$ cat config.mk
export PLATFORM = sky130hd
export DESIGN_NAME = lsu_bus_master_flat
export DESIGN_NICKNAME = d
export VERILOG_FILES = /design/src/rtl/lsu_pkg.sv /design/src/rtl/lsu_bus_master_if.sv /design/src/rtl/lsu_load_align.sv /design/src/rtl/lsu_bus_master.sv /design/src/flat_wrapper.sv
export SDC_FILE = /design/constraint.sdc
export NUM_CORES = 1
export LEC_CHECK = 0
export CORE_MARGIN = 3
export CORE_UTILIZATION = 40
export CTS_BUF_LIST = sky130_fd_sc_hd__clkbuf_8
export DETAILED_ROUTE_END_ITERATION = 8
export PLACE_DENSITY = 0.68
export SETUP_SLACK_MARGIN = 0.5
export SLEW_MARGIN = 20
export SYNTH_ARGS = -nofsm -noshare
export SYNTH_HDL_FRONTEND = slang
export SYNTH_SLANG_ARGS = --single-unit
$ cat constraint.sdc
create_clock -name clk -period 5.56 [get_ports clk]
set_clock_uncertainty 0.15 [all_clocks]
set_input_delay 1.112 -clock clk [delete_from_list [all_inputs] [get_ports clk]]
set_output_delay 1.112 -clock clk [all_outputs]
set_load 0.03 [all_outputs]
$ cat src/rtl/lsu_pkg.sv
// Shared definitions for the load/store bus master: funct3 codes, FSM states,
// and helpers for access size and legality.
package lsu_pkg;

  localparam logic [2:0] F3_B  = 3'd0;
  localparam logic [2:0] F3_H  = 3'd1;
  localparam logic [2:0] F3_W  = 3'd2;
  localparam logic [2:0] F3_BU = 3'd4;
  localparam logic [2:0] F3_HU = 3'd5;

  typedef enum logic [2:0] {
    IDLE   = 3'd0,
    ISSUE0 = 3'd1,
    WAIT0  = 3'd2,
    ISSUE1 = 3'd3,
    WAIT1  = 3'd4,
    RESP   = 3'd5
  } lsu_state_e;

  // Low two funct3 bits encode the size for both signed and unsigned loads.
  function automatic logic [3:0] size_mask(input logic [1:0] size);
    case (size)
      2'd0:    return 4'b0001;
      2'd1:    return 4'b0011;
      2'd2:    return 4'b1111;
      default: return 4'b0000;
    endcase
  endfunction

  function automatic logic funct3_illegal(input logic we, input logic [2:0] funct3);
    if (we) begin
      return !((funct3 == F3_B) || (funct3 == F3_H) || (funct3 == F3_W));
    end
    return (funct3 == 3'd3) || (funct3 == 3'd6) || (funct3 == 3'd7);
  endfunction

endpackage

$ cat src/rtl/lsu_bus_master_if.sv
// Pipeline request/response and memory bus signals of the load/store master.
// Handshakes: a request transfers on a cycle where req_valid && req_ready; a bus
// beat transfers on a cycle where mem_req && mem_gnt; rsp_valid and mem_rvalid
// are single-cycle pulses with no back-pressure.
interface lsu_bus_master_if #(
  parameter int ADDR_W = 32,
  parameter int TAG_W  = 5
);
  logic              req_valid;
  logic              req_ready;
  logic              req_we;
  logic [ADDR_W-1:0] req_addr;
  logic [31:0]       req_wdata;
  logic [2:0]        req_funct3;
  logic [TAG_W-1:0]  req_tag;

  logic              rsp_valid;
  logic [31:0]       rsp_data;
  logic [TAG_W-1:0]  rsp_tag;
  logic              rsp_err;

  logic              mem_req;
  logic              mem_gnt;
  logic              mem_we;
  logic [ADDR_W-1:0] mem_addr;
  logic [3:0]        mem_be;
  logic [31:0]       mem_wdata;
  logic              mem_rvalid;
  logic [31:0]       mem_rdata;

  modport master (
    input  req_valid, req_we, req_addr, req_wdata, req_funct3, req_tag,
    input  mem_gnt, mem_rvalid, mem_rdata,
    output req_ready, rsp_valid, rsp_data, rsp_tag, rsp_err,
    output mem_req, mem_we, mem_addr, mem_be, mem_wdata
  );

  modport slave (
    output req_valid, req_we, req_addr, req_wdata, req_funct3, req_tag,
    output mem_gnt, mem_rvalid, mem_rdata,
    input  req_ready, rsp_valid, rsp_data, rsp_tag, rsp_err,
    input  mem_req, mem_we, mem_addr, mem_be, mem_wdata
  );
endinterface

$ cat src/rtl/lsu_load_align.sv
// Extracts the addressed bytes from the two-word load buffer and sign- or
// zero-extends them according to funct3.
module lsu_load_align
  import lsu_pkg::*;
(
  input  logic [63:0] line,
  input  logic [1:0]  off,
  input  logic [2:0]  funct3,
  output logic [31:0] data
);

  logic [31:0] shifted;

  always_comb begin
    shifted = line[{off, 3'b000} +: 32];
    case (funct3)
      F3_B:    data = {{24{shifted[7]}}, shifted[7:0]};
      F3_H:    data = {{16{shifted[15]}}, shifted[15:0]};
      F3_BU:   data = {24'b0, shifted[7:0]};
      F3_HU:   data = {16'b0, shifted[15:0]};
      default: data = shifted;
    endcase
  end

endmodule

$ cat src/rtl/lsu_bus_master.sv
// Load/store initiator: takes one request at a time, issues one or two
// word-aligned byte-enabled bus beats, and returns a single tagged response.
module lsu_bus_master
  import lsu_pkg::*;
#(
  parameter int ADDR_W = 32,
  parameter int TAG_W  = 5
) (
  input  logic             clk,
  input  logic             rst,
  lsu_bus_master_if.master bus,
  output lsu_state_e       dbg_state
);

  lsu_state_e        state;
  lsu_state_e        next_state;

  logic              we_q;
  logic [ADDR_W-1:0] addr_q;
  logic [31:0]       wdata_q;
  logic [2:0]        funct3_q;
  logic [TAG_W-1:0]  tag_q;
  logic              err_q;
  logic [31:0]       lo_q;
  logic [31:0]       hi_q;

  logic              accept;
  logic [1:0]        off;
  logic [6:0]        be7;
  logic [63:0]       wd64;
  logic              need_beat1;
  logic [ADDR_W-1:0] addr0;
  logic [ADDR_W-1:0] addr1;
  logic [31:0]       load_data;

  assign accept     = bus.req_valid && bus.req_ready;
  assign off        = addr_q[1:0];
  assign be7        = {3'b000, size_mask(funct3_q[1:0])} << off;
  assign wd64       = {32'b0, wdata_q} << {off, 3'b000};
  assign need_beat1 = |be7[6:4];
  assign addr0      = {addr_q[ADDR_W-1:2], 2'b00};
  assign addr1      = addr0 + ADDR_W'(4);
  assign dbg_state  = state;

  lsu_load_align u_align (
    .line   ({hi_q, lo_q}),
    .off    (off),
    .funct3 (funct3_q),
    .data   (load_data)
  );

  always_ff @(posedge clk or posedge rst) begin
    if (rst) begin
      state <= IDLE;
    end else begin
      state <= next_state;
    end
  end

  // Request fields and the load buffer; hi stays zero for single-beat loads.
  always_ff @(posedge clk or posedge rst) begin
    if (rst) begin
      we_q     <= 1'b0;
      addr_q   <= '0;
      wdata_q  <= '0;
      funct3_q <= '0;
      tag_q    <= '0;
      err_q    <= 1'b0;
      lo_q     <= '0;
      hi_q     <= '0;
    end else begin
      if (accept) begin
        we_q     <= bus.req_we;
        addr_q   <= bus.req_addr;
        wdata_q  <= bus.req_wdata;
        funct3_q <= bus.req_funct3;
        tag_q    <= bus.req_tag;
        err_q    <= funct3_illegal(bus.req_we, bus.req_funct3);
        lo_q     <= '0;
        hi_q     <= '0;
      end
      if ((state == WAIT0) && bus.mem_rvalid) begin
        lo_q <= bus.mem_rdata;
      end
      if ((state == WAIT1) && bus.mem_rvalid) begin
        hi_q <= bus.mem_rdata;
      end
    end
  end

  always_comb begin
    next_state = state;
    case (state)
      IDLE: begin
        if (accept) begin
          next_state = funct3_illegal(bus.req_we, bus.req_funct3) ? RESP : ISSUE0;
        end
      end
      ISSUE0: begin
        if (bus.mem_gnt) begin
          if (!we_q)          next_state = WAIT0;
          else if (need_beat1) next_state = ISSUE1;
          else                next_state = RESP;
        end
      end
      WAIT0: begin
        if (bus.mem_rvalid) begin
          next_state = need_beat1 ? ISSUE1 : RESP;
        end
      end
      ISSUE1: begin
        if (bus.mem_gnt) begin
          next_state = we_q ? RESP : WAIT1;
        end
      end
      WAIT1: begin
        if (bus.mem_rvalid) begin
          next_state = RESP;
        end
      end
      RESP:    next_state = IDLE;
      default: next_state = IDLE;
    endcase
  end

  // Bus and response outputs are decoded from state so reset clears them at once.
  always_comb begin
    bus.req_ready = (state == IDLE) && !rst;
    bus.mem_req   = 1'b0;
    bus.mem_we    = 1'b0;
    bus.mem_addr  = '0;
    bus.mem_be    = '0;
    bus.mem_wdata = '0;
    bus.rsp_valid = 1'b0;
    bus.rsp_data  = '0;
    bus.rsp_tag   = '0;
    bus.rsp_err   = 1'b0;
    case (state)
      ISSUE0: begin
        bus.mem_req   = 1'b1;
        bus.mem_we    = we_q;
        bus.mem_addr  = addr0;
        bus.mem_be    = be7[3:0];
        bus.mem_wdata = wd64[31:0];
      end
      ISSUE1: begin
        bus.mem_req   = 1'b1;
        bus.mem_we    = we_q;
        bus.mem_addr  = addr1;
        bus.mem_be    = {1'b0, be7[6:4]};
        bus.mem_wdata = wd64[63:32];
      end
      RESP: begin
        bus.rsp_valid = 1'b1;
        bus.rsp_tag   = tag_q;
        bus.rsp_err   = err_q;
        bus.rsp_data  = (we_q || err_q) ? 32'd0 : load_data;
      end
      default: ;
    endcase
  end

endmodule

$ cat src/flat_wrapper.sv
// flat-port wrapper written by rule: the top's interface ports become plain ports
module lsu_bus_master_flat import lsu_pkg::*;
#(
  parameter int ADDR_W = 32,
  parameter int TAG_W  = 5
)
  (clk, rst, dbg_state, bus_req_valid, bus_req_we, bus_req_addr, bus_req_wdata, bus_req_funct3, bus_req_tag, bus_mem_gnt, bus_mem_rvalid, bus_mem_rdata, bus_req_ready, bus_rsp_valid, bus_rsp_data, bus_rsp_tag, bus_rsp_err, bus_mem_req, bus_mem_we, bus_mem_addr, bus_mem_be, bus_mem_wdata);
  lsu_bus_master_if #(.ADDR_W(ADDR_W), .TAG_W(TAG_W)) bus_i ();
  input  logic clk;
  input  logic rst;
  output lsu_state_e dbg_state;
  input wire logic [$bits(bus_i.req_valid)-1:0] bus_req_valid;
  input wire logic [$bits(bus_i.req_we)-1:0] bus_req_we;
  input wire logic [$bits(bus_i.req_addr)-1:0] bus_req_addr;
  input wire logic [$bits(bus_i.req_wdata)-1:0] bus_req_wdata;
  input wire logic [$bits(bus_i.req_funct3)-1:0] bus_req_funct3;
  input wire logic [$bits(bus_i.req_tag)-1:0] bus_req_tag;
  input wire logic [$bits(bus_i.mem_gnt)-1:0] bus_mem_gnt;
  input wire logic [$bits(bus_i.mem_rvalid)-1:0] bus_mem_rvalid;
  input wire logic [$bits(bus_i.mem_rdata)-1:0] bus_mem_rdata;
  output wire logic [$bits(bus_i.req_ready)-1:0] bus_req_ready;
  output wire logic [$bits(bus_i.rsp_valid)-1:0] bus_rsp_valid;
  output wire logic [$bits(bus_i.rsp_data)-1:0] bus_rsp_data;
  output wire logic [$bits(bus_i.rsp_tag)-1:0] bus_rsp_tag;
  output wire logic [$bits(bus_i.rsp_err)-1:0] bus_rsp_err;
  output wire logic [$bits(bus_i.mem_req)-1:0] bus_mem_req;
  output wire logic [$bits(bus_i.mem_we)-1:0] bus_mem_we;
  output wire logic [$bits(bus_i.mem_addr)-1:0] bus_mem_addr;
  output wire logic [$bits(bus_i.mem_be)-1:0] bus_mem_be;
  output wire logic [$bits(bus_i.mem_wdata)-1:0] bus_mem_wdata;
  assign bus_i.req_valid = bus_req_valid;
  assign bus_i.req_we = bus_req_we;
  assign bus_i.req_addr = bus_req_addr;
  assign bus_i.req_wdata = bus_req_wdata;
  assign bus_i.req_funct3 = bus_req_funct3;
  assign bus_i.req_tag = bus_req_tag;
  assign bus_i.mem_gnt = bus_mem_gnt;
  assign bus_i.mem_rvalid = bus_mem_rvalid;
  assign bus_i.mem_rdata = bus_mem_rdata;
  assign bus_req_ready = bus_i.req_ready;
  assign bus_rsp_valid = bus_i.rsp_valid;
  assign bus_rsp_data = bus_i.rsp_data;
  assign bus_rsp_tag = bus_i.rsp_tag;
  assign bus_rsp_err = bus_i.rsp_err;
  assign bus_mem_req = bus_i.mem_req;
  assign bus_mem_we = bus_i.mem_we;
  assign bus_mem_addr = bus_i.mem_addr;
  assign bus_mem_be = bus_i.mem_be;
  assign bus_mem_wdata = bus_i.mem_wdata;
  lsu_bus_master #(.ADDR_W(ADDR_W), .TAG_W(TAG_W)) u_core (.clk(clk), .rst(rst), .bus(bus_i), .dbg_state(dbg_state));
endmodule
### After elaboration in Yosys (flattened, before gate mapping)

Index checks and enable logic that the tools add are counted.

* mux-type cells: 33
* reductions and logical operators: 20
* add/sub/neg operators: 1
* equal/unequal tests: 20
* shifts and indexed selects: 3

Operators with widths (number)
* 32-bit two-way mux: 5
* 32-bit case mux with 2 select lines: 2
* 32-bit case mux with 4 select lines: 1
* 64-bit by 6-bit variable part select with 32-bit output: 1
* 32-bit by 5-bit << shifter with 64-bit output: 1
* 32-bit by 3-bit adder with 32-bit output (second input constant): 1
* 3-bit two-way mux: 8
* 3-bit equality test (second input constant): 6
* 3-bit case mux with 5 select lines: 1
* 1-bit two-way mux: 13
* 3-bit by 2-bit equality test with 1-bit output (second input constant): 4
* 4-bit case mux with 3 select lines: 1
* 3-bit by 1-bit equality test with 1-bit output (second input constant): 3
* 3-bit logical NOT: 3
* 2-bit inequality test (second input constant): 4
* 4-bit case mux with 2 select lines: 1
* 4-bit by 2-bit << shifter with 7-bit output: 1
* 1-bit logical OR: 5
* 5-bit two-way mux: 1
* 5-bit AND reduction: 1
* 1-bit logical AND: 4
* 2-bit nonzero test: 2
* 3-bit OR reduction: 1
* 2-bit by 1-bit equality test with 1-bit output (second input constant): 1
* 5 further kinds: 6

* word-level logic and storage cells: 86
* register bits after elaboration: 141
* input port bits: 110
* output and inout port bits: 113

### Depth between registers and ports, before layout

* depth after elaboration: 11
* gate-level depth with buffers: 7
* mapped depth without buffers: 6

### Cells and area by module

From an unflattened synthesis, not the netlist that was laid out.

* cells, all modules: 1039
* area total of the unflattened synthesis: 8653.3 um2

By module, submodules not included
* lsu_bus_master: seq. area each 3528.4 um2, times used 1, area each 7548.5 um2, cells each 938
* lsu_load_align: seq. area each 0.0 um2, times used 1, area each 1104.8 um2, cells each 101

### Worst setup path before layout

No wires, ideal clock.

* kind: reg-to-output
* from: register u_core.state[2] (netlist: u_core.dbg_state[2])
* to: output port bus_mem_be[0]
* arrival: 2.465 ns
* path slack: 1.833 ns
* cell stages (with the launch flop): 7
* path buffers: 3
* required time: 4.298 ns
* cells stage by stage: dfrtp_1 -> clkbuf_1 -> or3b_2 -> clkbuf_1 -> nand2b_1 -> clkbuf_1 -> o32ai_1

* word-level cells in the longest chain between the ends: 2
* elaborated cells between the ends (all ways): 3
* classes of those cells: eq/ne (2); mux (1)

Ends and longest elaborated chain
* start, declared: line lsu_bus_master.sv:15 `lsu_state_e state;`
* start signal, assigned: line lsu_bus_master.sv:56 `state <= next_state;`
* 3-bit by 2-bit equality test with 1-bit output or 3-bit by 1-bit equality test with 1-bit output (tied branches): line lsu_bus_master.sv:138 `case (state)`
* 4-bit case mux with 2 select lines (*): line lsu_bus_master.sv:138
* end, declared: line flat_wrapper.sv:29 `output wire logic [$bits(bus_i.mem_be)-1:0] bus_mem_be;`

Mark *: on every way between the ends. The rest lies on a longest branch, timed or not.

### Worst setup path after layout

* from: register u_core.addr_q[1]
* to: output port bus_rsp_data[13]

* word-level cells in the longest chain between the ends: 4

Ends and longest elaborated chain
* start, declared: line lsu_bus_master.sv:19 `logic [ADDR_W-1:0] addr_q;`
* start signal, assigned: line lsu_bus_master.sv:74 `addr_q <= bus.req_addr;`
* 64-bit by 6-bit variable part select with 32-bit output: line lsu_load_align.sv:15 `shifted = line[{off, 3'b000} +: 32];`
* 32-bit case mux with 4 select lines: line lsu_load_align.sv:16 `case (funct3)`
* 32-bit two-way mux: line lsu_bus_master.sv:157 `bus.rsp_data = (we_q || err_q) ? 32'd0 : load_data;`
* 32-bit two-way mux: line lsu_bus_master.sv:138
* end, declared: line flat_wrapper.sv:23 `output wire logic [$bits(bus_i.rsp_data)-1:0] bus_rsp_data;`

No other way between the ends.

==> metrics.yaml <==
outcome:
  outcome: "complete, no violations"
clocking:
  clock_path_buffers: 2
  cts_made_buffers: 17
  cts_tree: "yes"
  cts-root-buf: "clkbuf_8"
  clk_transition_reported_paths_ns: 0.08
  post_cts_buffers: 0
  holdBufCountCts: 0
  cts_sinks: 133
  cts.htree.levels: 4
  clk_latency_ns: 0.43
placement:
  numPortBuffers: 220
  place_congestion: 0.8794
  preCtsSetupSlack_ns: 1.093
  place_inst: 1372
  placed_area_um2: 10480
  place_hpwl_um: 18280
worst_setup_path:
  critPathArrivalTime_ns: 3.60
  worstSetupStartpointType: "flip-flop"
  criticalPathCategory: "reg2out"
  crit_required_ns: 4.30
  endpoint_kind: "output port"
  rr_endpoint: "u_core.hi_q[9]$_DFFE_PP0P_"
  timing.rr.start: "u_core.dbg_state[1]$_DFFE_PP0P_"
  r2r_cells: 5
  cp_max_fo: 40
  ff2ff_setup_slack_ns: 2.62
hold_path:
  min_path_cells: 2
  worstHoldStart: "u_core.tag_q[2]$_DFFE_PP0P_"
  holdPathEnd: "u_core.tag_q[2]$_DFFE_PP0P_"
  hold_class: "reg2reg"
logic_synthesis:
  yosys.area.top_type: "dfrtp_1"
  yosys-top-cells-count: "nand2_1 (313), dfrtp_1 (133), a21oi_1 (57), clkbuf_1 (56), nand3_1 (45)"
  netlist.area_leader.share_pct: 41.10
  synthFlopType: "dfrtp_1"
  yosysMostFrequentCell: "nand2_1"
  synth_edf_count: 0
  synth-seq-area-share_pct: 41.10
  synthArstFlopShare_pct: 100.0
  synth.area.top_cells: "dfrtp_1 (41%), nand2_1 (15%), mux4_2 (7.8%), a21oi_1 (3.5%), mux2i_1 (3.5%)"
  synth_cell_types: 51
  syn_area_um2: 8098
  syn_area_per_cell_um2: 8.578
  ys_ff_latch: 133
  yosys_warnings: 0
  syn_inst: 944
timing:
  slew_headroom_pct: 24.82
  setup_ws_ns: 0.6999
  holdWs_ns: 0.3204
  fin_crit_sh_pct: 87.41
  finalHoldViolCount: 0
  worst_pin_slew_ns: 1.128
  rsz0062_at_grt: "false"
  max_freq_mhz: 205.8
  tns_ns: 0
  period_needed_ns: 4.860
  drv_slew: 0
  setup_violations: 0
detailed_routing:
  drtIter0Drc: 581
  wl_per_cell_um: 18.84
  final_antenna_net_count: 0
  routed_wl_um: 26450
  routed_via_density: 5.558
  drc_errors: 0
  drtPass1Iterations: 5
  via_count: 7803
global_routing:
  use_met3_pct: 7.404
  grtUsageMet2_pct: 37.06
  antenna_found_initial: 1
  grt_use_met1_pct: 32.44
  overflow: 0
  grt_use_total_pct: 24.08
  busiest_layer: "met2"
  grt_pass1_vias: 7692
  grt_max_degree: 109
  grt_pass1_wl_um: 42340
pwr:
  power_density_nw_per_um2: 526.5
  p_leak_nw: 4.637
  ir_drop_v: 0.0002450
die:
  start_util_pct: 41.20
  rows: 51
  coreArea_um2: 19650
  die_w_um: 148.3
  die_y_um: 148.3
  dieArea_um2: 21990
  ioPinCount: 223
final_layout:
  stdcell_count: 1404
  drive_gt1_share_pct: 8.348
  fin_area_um2: 10910
  area_growth_pct: 34.75
  fin_nets: 1241
flow_run:
  cap_violations: 0
per-stage QoR:
| step | utilization, % | power (W) |
|---|---|---|
| 4_1_cts | 55.48 | 0.005765 |
| 2_1_floorplan | - | 0.003829 |
| 5_1_grt | 55.52 | 0.006158 |
| 3_5_place_dp | 53.32 | 0.004860 |
| 3_3_place_gp | 53.32 | 0.004809 |
| 6_report | 55.52 | 0.005745 |
worst max-delay path, stage by stage (launching register included):
cell	delay, ns
dfrtp_2	0.90
buf_4	0.38
mux2_2	0.39
mux2_2	0.28
nand3b_1	0.41
a21oi_1	0.14
clkdlybuf4s50_1	0.64
flip-flops by register name, indices dropped and copies added, names as in the netlist:
register and cells:
u_core.funct3_q 3, u_core.err_q 1, u_core.hi_q 24, u_core.we_q 1, u_core.addr_q 32, u_core.tag_q 5, u_core.lo_q 32, u_core.wdata_q 32
u_core.dbg_state 3
metal layers:
| metal | share of wire [%] | up-vias |
|---|---|---|
| li1 | - | 3681 |
| met5 | 0 | - |
| met1 | 42 | 3759 |
| met2 | 47 | 322 |
| met3 | 9.1 | 41 |
| met4 | 2.2 | 0 |
logic make-up after synthesis:
| family | after synthesis | synth area share [%] |
|---|---|---|
| other | 1 | 0.04631 |
| AND/OR/NAND/NOR | 478 | 26.34 |
| flip-flops | 133 | 41.10 |
| XOR/XNOR | 10 | 1.082 |
| adder cells (fa/ha/maj) | 5 | 0.7726 |
| AO/OA/AOI/OAI | 167 | 13.61 |
| multiplexers | 69 | 13.06 |
| buffers and inverters | 81 | 3.986 |
layout by cell type (no fill, tap or decap), types with 7 or more instances in the layout:
cell and instances:
mux2_2 13, o31ai_1 10, or4_1 11, dfrtp_1 131, nand2_1 312, nand2b_1 8, a211oi_1 8, or3_1 8
o21ai_0 22, a22o_1 24, clkbuf_8 20, clkdlybuf4s50_1 220, mux2i_1 28, nor2b_1 7, inv_1 9, and3_1 10
a21oi_1 57, nor2_1 26, o22ai_1 10, a22oi_1 8, o2bb2ai_1 17, buf_4 12, mux4_2 28, nand3_1 45
nand4_1 11, and2_1 19
worst max path at each step:
stage | end | slack (ns) | cells past startpoint | startpoint
finish | bus_rsp_data[13] | 0.70 | 6 | u_core.addr_q[1]$_DFFE_PP0P_
global route | bus_rsp_data[13] | 0.51 | 6 | u_core.addr_q[1]$_DFFE_PP0P_
global placement | bus_mem_wdata[2] | 1.17 | 5 | u_core.dbg_state[1]$_DFFE_PP0P_
CTS | bus_mem_wdata[5] | 0.59 | 5 | u_core.dbg_state[1]$_DFFE_PP0P_
floorplan | u_core.addr_q[0]$_DFFE_PP0P_ | 0.74 | 1 | rst
detailed placement | bus_mem_wdata[5] | 1.09 | 5 | u_core.dbg_state[1]$_DFFE_PP0P_
where the power goes:
part	switching [W]	internal (W)
sequential	0.000609	0.00139
clock	0.000400	0.000478
combinational	0.00161	0.00126
total	0.00262	0.00313
area by class of cell:
cell class / instances / area (um2)
diodes: 1 / 2.502
well taps: 265 / 331.6
flip-flops and latches: 133 / 3333
inverters: 10 / 45.04
clock inverters: 11 / 150.1
multi-input cells: 731 / 4462
repair buffers: 233 / 2312
clock buffers: 20 / 275.3
fillers: 1822 / 8742
timing repair:
action                     in CTS  in global routing
gates resized for setup         0                  1
hold endpoints to repair        0                  0
setup endpoints to repair       0                  8
Note: power is estimated with default switching activity, not from simulation.
